$ cat src/rtl/cavlc_seq_ctrl.sv
// Sequencer for the CAVLC encoder: runs preprocessing and the four coding stages of one
// 4x4 block, and merges the stage bitstreams. Optional stage watchdog: CAVLC_SEQ_WDOG_EN.
module cavlc_seq_ctrl #(
    parameter int NZQ_WIDTH   = 5,
    parameter int WDOG_CYCLES = 255
) (
    input  logic                 clk,
    input  logic                 rst,
    input  logic                 blk_start,
    output logic                 counters_en,
    input  logic                 preprocessingEndFlag,
    input  logic [NZQ_WIDTH-1:0] NZQ_num,
    input  logic [NZQ_WIDTH-1:0] totalZerosNum,
    output logic                 start_coeff_token,
    output logic                 start_levels,
    output logic                 start_total_zeros,
    output logic                 start_run_before,
    input  logic                 finish_coeff_token,
    input  logic                 finish_levels,
    input  logic                 finish_total_zeros,
    input  logic                 finish_run_before,
    input  logic                 ct_push,
    input  logic                 ct_data,
    input  logic                 lv_push,
    input  logic                 lv_data,
    input  logic                 tz_push,
    input  logic                 tz_data,
    input  logic                 rb_push,
    input  logic                 rb_data,
    output logic                 fifo_push,
    output logic                 fifo_data,
    output logic                 busy,
    output logic                 done
`ifdef CAVLC_SEQ_WDOG_EN
    ,
    output logic                 wdog_err
`endif
);

    typedef enum logic [2:0] {
        IDLE,
        PREPROC,
        COEFF_TOKEN,
        LEVELS,
        TOTAL_ZEROS,
        RUN_BEFORE,
        DONE
    } state_t;

    state_t                 state_reg, state_next;
    logic                   first_reg;
    logic [NZQ_WIDTH-1:0]   nzq_reg;
    logic [NZQ_WIDTH-1:0]   tz_reg;
    logic                   fifo_push_reg, fifo_data_reg;
    logic                   own_push, own_data;
    logic                   latch_counts;

`ifdef CAVLC_SEQ_WDOG_EN
    localparam int WDOG_W = $clog2(WDOG_CYCLES + 1);
    logic [WDOG_W-1:0]      wdog_cnt_reg;
    logic                   wdog_err_reg;
    logic                   wdog_fire;
    logic                   in_stage;
`else
    // Timeout is not built in this configuration; a nonsensical value elaborates to nothing.
    if (WDOG_CYCLES < 1) begin : g_wdog_unused
    end
`endif

    always_comb begin
        state_next   = state_reg;
        own_push     = 1'b0;
        own_data     = 1'b0;
        latch_counts = 1'b0;
        // A stage's finish counts only after its start cycle has passed.
        case (state_reg)
            IDLE: begin
                if (blk_start) state_next = PREPROC;
            end
            PREPROC: begin
                if (preprocessingEndFlag) begin
                    latch_counts = 1'b1;
                    state_next   = COEFF_TOKEN;
                end
            end
            COEFF_TOKEN: begin
                own_push = ct_push;
                own_data = ct_data;
                if (finish_coeff_token && !first_reg)
                    state_next = (nzq_reg == '0) ? DONE : LEVELS;
            end
            LEVELS: begin
                own_push = lv_push;
                own_data = lv_data;
                if (finish_levels && !first_reg)
                    state_next = (nzq_reg == NZQ_WIDTH'(16)) ? DONE : TOTAL_ZEROS;
            end
            TOTAL_ZEROS: begin
                own_push = tz_push;
                own_data = tz_data;
                if (finish_total_zeros && !first_reg)
                    state_next = (tz_reg != '0 && nzq_reg > NZQ_WIDTH'(1)) ? RUN_BEFORE : DONE;
            end
            RUN_BEFORE: begin
                own_push = rb_push;
                own_data = rb_data;
                if (finish_run_before && !first_reg) state_next = DONE;
            end
            DONE: begin
                state_next = IDLE;
            end
            default: begin
                state_next = IDLE;
            end
        endcase

`ifdef CAVLC_SEQ_WDOG_EN
        in_stage  = (state_reg != IDLE) && (state_reg != DONE);
        wdog_fire = 1'b0;
        if (in_stage && state_next == state_reg &&
            wdog_cnt_reg == WDOG_W'(WDOG_CYCLES - 1)) begin
            wdog_fire  = 1'b1;
            state_next = DONE;
        end
`endif
    end

    always_ff @(posedge clk or posedge rst) begin
        if (rst) begin
            state_reg     <= IDLE;
            first_reg     <= 1'b0;
            nzq_reg       <= '0;
            tz_reg        <= '0;
            fifo_push_reg <= 1'b0;
            fifo_data_reg <= 1'b0;
        end else begin
            state_reg     <= state_next;
            first_reg     <= (state_next != state_reg);
            fifo_push_reg <= own_push;
            fifo_data_reg <= own_data;
            if (latch_counts) begin
                nzq_reg <= NZQ_num;
                tz_reg  <= totalZerosNum;
            end
        end
    end

`ifdef CAVLC_SEQ_WDOG_EN
    always_ff @(posedge clk or posedge rst) begin
        if (rst) begin
            wdog_cnt_reg <= '0;
            wdog_err_reg <= 1'b0;
        end else begin
            if (state_next != state_reg || state_reg == IDLE)
                wdog_cnt_reg <= '0;
            else
                wdog_cnt_reg <= wdog_cnt_reg + 1'b1;
            if (wdog_fire) wdog_err_reg <= 1'b1;
        end
    end

    assign wdog_err = wdog_err_reg;
`endif

    assign counters_en       = (state_reg == PREPROC);
    assign start_coeff_token = (state_reg == COEFF_TOKEN) && first_reg;
    assign start_levels      = (state_reg == LEVELS)      && first_reg;
    assign start_total_zeros = (state_reg == TOTAL_ZEROS) && first_reg;
    assign start_run_before  = (state_reg == RUN_BEFORE)  && first_reg;
    assign busy              = (state_reg != IDLE);
    assign done              = (state_reg == DONE);
    assign fifo_push         = fifo_push_reg;
    assign fifo_data         = fifo_data_reg;

endmodule

$ cat config.mk
export PLATFORM = sky130hd
export DESIGN_NAME = cavlc_seq_ctrl
export DESIGN_NICKNAME = d
export VERILOG_FILES = /design/src/rtl/cavlc_seq_ctrl.sv
export SDC_FILE = /design/constraint.sdc
export NUM_CORES = 1
export LEC_CHECK = 0
export CORE_UTILIZATION = 47
export DETAILED_ROUTE_END_ITERATION = 6
export GPL_TIMING_DRIVEN = 0
export HOLD_SLACK_MARGIN = 0.15
export PLACE_DENSITY_LB_ADDON = 0.3
export SYNTH_ARGS = -nofsm -noshare
export SYNTH_HDL_FRONTEND = slang
export SYNTH_SLANG_ARGS = --single-unit
$ cat constraint.sdc
create_clock -name clk -period 3.9 [get_ports clk]
set_input_delay 0.585 -clock clk [delete_from_list [all_inputs] [get_ports clk]]
set_output_delay 0.585 -clock clk [all_outputs]
set_load 0.05 [all_outputs]
==> flow_metrics.tcl <==
set metrics [dict create \
    status "completed" \
    maxSlewHeadroom_pct 59.9 \
    yosys.area_share.simple_pct 21.2 \
    comb_power_share_pct 60.4 \
    initial_core_util_pct 50.4 \
    path_cells "buf_4 -> nand2b_1 -> nor2_1 -> clkdlybuf4s50_1" \
    core-area_mm2 0.00198 \
    internal-power_mw 0.585 \
    holdCritPathClass "reg -> reg" \
    synth_top_family_by_area "simple AND/OR/NAND/NOR gates" \
    vias 945 \
    critPathMaxFanout 10 \
    grt_max_degree 17 \
    clockRootBuffer "clkbuf_4" \
    dieWidth_um 48.1 \
    worstSkewPairLatency_ns 0.29 \
    cts_setup_buffers 0 \
    grt_remaining_overflow 0 \
    worst_pin_slew_ns 0.601 \
    end_kind "output port" \
    synthesis.area_um2 998 \
    synth_top_cell_by_area "dfrtp_1" \
    synthAdderAreaFrac_pct 2.51 \
    syn2layout_area_growth_pct 41.1 \
    grt_pass1_vias 835 \
    synth-main-ff-cell "dfrtp_1" \
    cellLeakagePower_nw 0.597 \
    ctsResizeCount 0 \
    max_stage_delay_ns 0.81 \
    vdd_drop_max_v 0.000545 \
    drt-pass1-iter-count 5 \
    setup_tns_ns 0 \
    crit_slowest_cell "clkdlybuf4s50_1" \
    die-area_mm2 0.00231 \
    io_pins 35 \
    synthMuxAreaShare_pct 15.3 \
    hold_buffers 0 \
    dpl.cell_count 160 \
    cp-start-kind "flip-flop" \
    yosysSeqAreaShare_pct 40.1 \
    io_buffers 34 \
    hold_path_startpoint "tz_reg[1]" \
    dp_hpwl_um 1800 \
    globalplace.congestion 0.850 \
    synth_edf_count 0 \
    cts_max_path_buffers 2 \
    pwr-share-clk_pct 10.4 \
    avgSynthCellArea_um2 10.1 \
    crit_type "reg -> out" \
    ys_seq_elements 16 \
    wl_per_cell_um 14.6 \
    rows 16 \
    power_switching_mw 0.476 \
    period_share_pct 70.9 \
    maxCapViolations 0 \
    synth.net_count 127 \
    clkTransAtPathRegs_ns 0.10 \
    synth_compound_area_share_pct 14.9 \
    fin_crit_ns 2.77 \
    cp.required_ns 3.31 \
    synthArstFlopShare_pct 100 \
    clock_skew_ns 0.00606 \
    yosys_warnings 0 \
    yosysTopAreaCellShare_pct 40.1 \
    timing.rr.start "state_reg[1]" \
    synth_xor_area_share_pct 0 \
    dieHeight_um 48.1 \
    grt_pass1_wl_um 3660 \
    cts_tree "done" \
    synthCells 99 \
    setup.worst_path.start "state_reg[2]" \
    htree_levels 1 \
    fin_cells 164 \
    slew_violations 0 \
    viasPerCell 5.76 \
    power.share.sequential_pct 29.2 \
    cts_buffers 3 \
    drive_above_1_share_pct 17.5 \
    drc_errors 0 \
    antennaDiodeCount 0 \
    grt_setup_unrepaired "no" \
    wl_um 2400 \
    drtIter0Drc 33 \
    crit_family "buffers and inverters" \
    antenna_found_initial 0 \
    ant_nets 0 \
    hold_viol_final 0 \
    synth_cell_types 39 \
    grt_usage_pct 23.1 \
    p_sw_share_pct 44.9 \
    setup_viol 0 \
    critPathArrivalTime_ns 2.18 \
    critical_path_buf_inv_count 2 \
    fmax_ghz 0.362 \
    cts_sinks 16 \
    fin_nets 166 \
    synthTopCellsByArea "dfrtp_1 40%, mux2_2 11%, nor2_1 4.5%" \
    power_density_mw_per_mm2 753 \
]
==> synthesized netlist by cell type, drive strengths merged, types with 2 or more instances <==
library cell   n
and4bb         2
ha             2
o22a           2
o21ai          3
o211ai         2
or4            2
a21oi          5
nand2          5
nor3b          2
mux2i          4
nand2b         5
mux2          10
inv            6
nor2          12
buf            4
dfrtp         16
==> worst paths after layout <==
check                               end  slack [ns]  depth (start not counted)
max                        start_levels        1.13                          4
min                           tz_reg[1]        0.51                          1
max reg2reg                   first_reg        1.92                          6
min reg2reg                   tz_reg[1]        0.51                          1
max in group asynchronous    nzq_reg[1]        2.84                          2
min in group asynchronous  state_reg[2]        0.67                          2
==> through the flow <==
step / worst slack [ns] / util [%] / instance area [µm²] / hold slack (ns) / power (mW)
floorplan: 1.83 / - / 998 / 0.472 / 0.765
global placement: 1.48 / 69.3 / 1370 / 0.486 / 0.922
detailed placement: 1.47 / 69.3 / 1370 / 0.491 / 0.941
CTS: 1.14 / 71.1 / 1410 / 0.513 / 1.06
global route: 1.01 / 71.1 / 1410 / 0.532 / 1.13
finish: 1.13 / 71.1 / 1410 / 0.514 / 1.06
==> cell usage in the layout, fill, tap and decap left out, drive strengths merged, types with 3 or more instances in the layout <==
cell type	count
a21oi	5
buf	4
clkbuf	5
clkdlybuf4s50	34
dfrtp	16
inv	6
mux2	10
mux2i	4
nand2	5
nand2b	5
nor2	12
o21ai	3
==> layer usage <==
metal | routed length (µm) | vias up | track usage, % | part of all wire, %
met5 | 0 | - | 0 | 0
met4 | 28 | 0 | 3.89 | 1.2
met3 | 157 | 11 | 5.19 | 6.5
met2 | 1250 | 50 | 37.8 | 52
met1 | 962 | 446 | 32.0 | 40
li1 | - | 438 | - | -
==> final cells by class <==
class                   count  area, µm²
plain buffers               5       37.5
repair buffers             34        340
fillers                   141        573
well taps                  27       33.8
multi-input cells          72        538
clock buffers               4       36.3
flip-flops and latches     16        400
inverters                   6       22.5
==> power groups by stage <==
stage                     registers [mW]  clock network (mW)  logic (mW)
final                              0.310               0.110       0.640
after global routing               0.320               0.122       0.691
after CTS                          0.309               0.111       0.639
after detailed placement           0.313                   0       0.628
after global placement             0.306                   0       0.616
after floorplan                    0.320                   0       0.445
==> kinds of logic (layout without fill, tap and decap cells) <==
family | Yosys count | after routing
compound gates | 20 | 20
mux | 14 | 14
flops | 16 | 16
simple gates | 36 | 36
buf+inv | 11 | 49
fa+ha+maj | 2 | 2
Note: power is estimated with default switching activity, not from simulation.
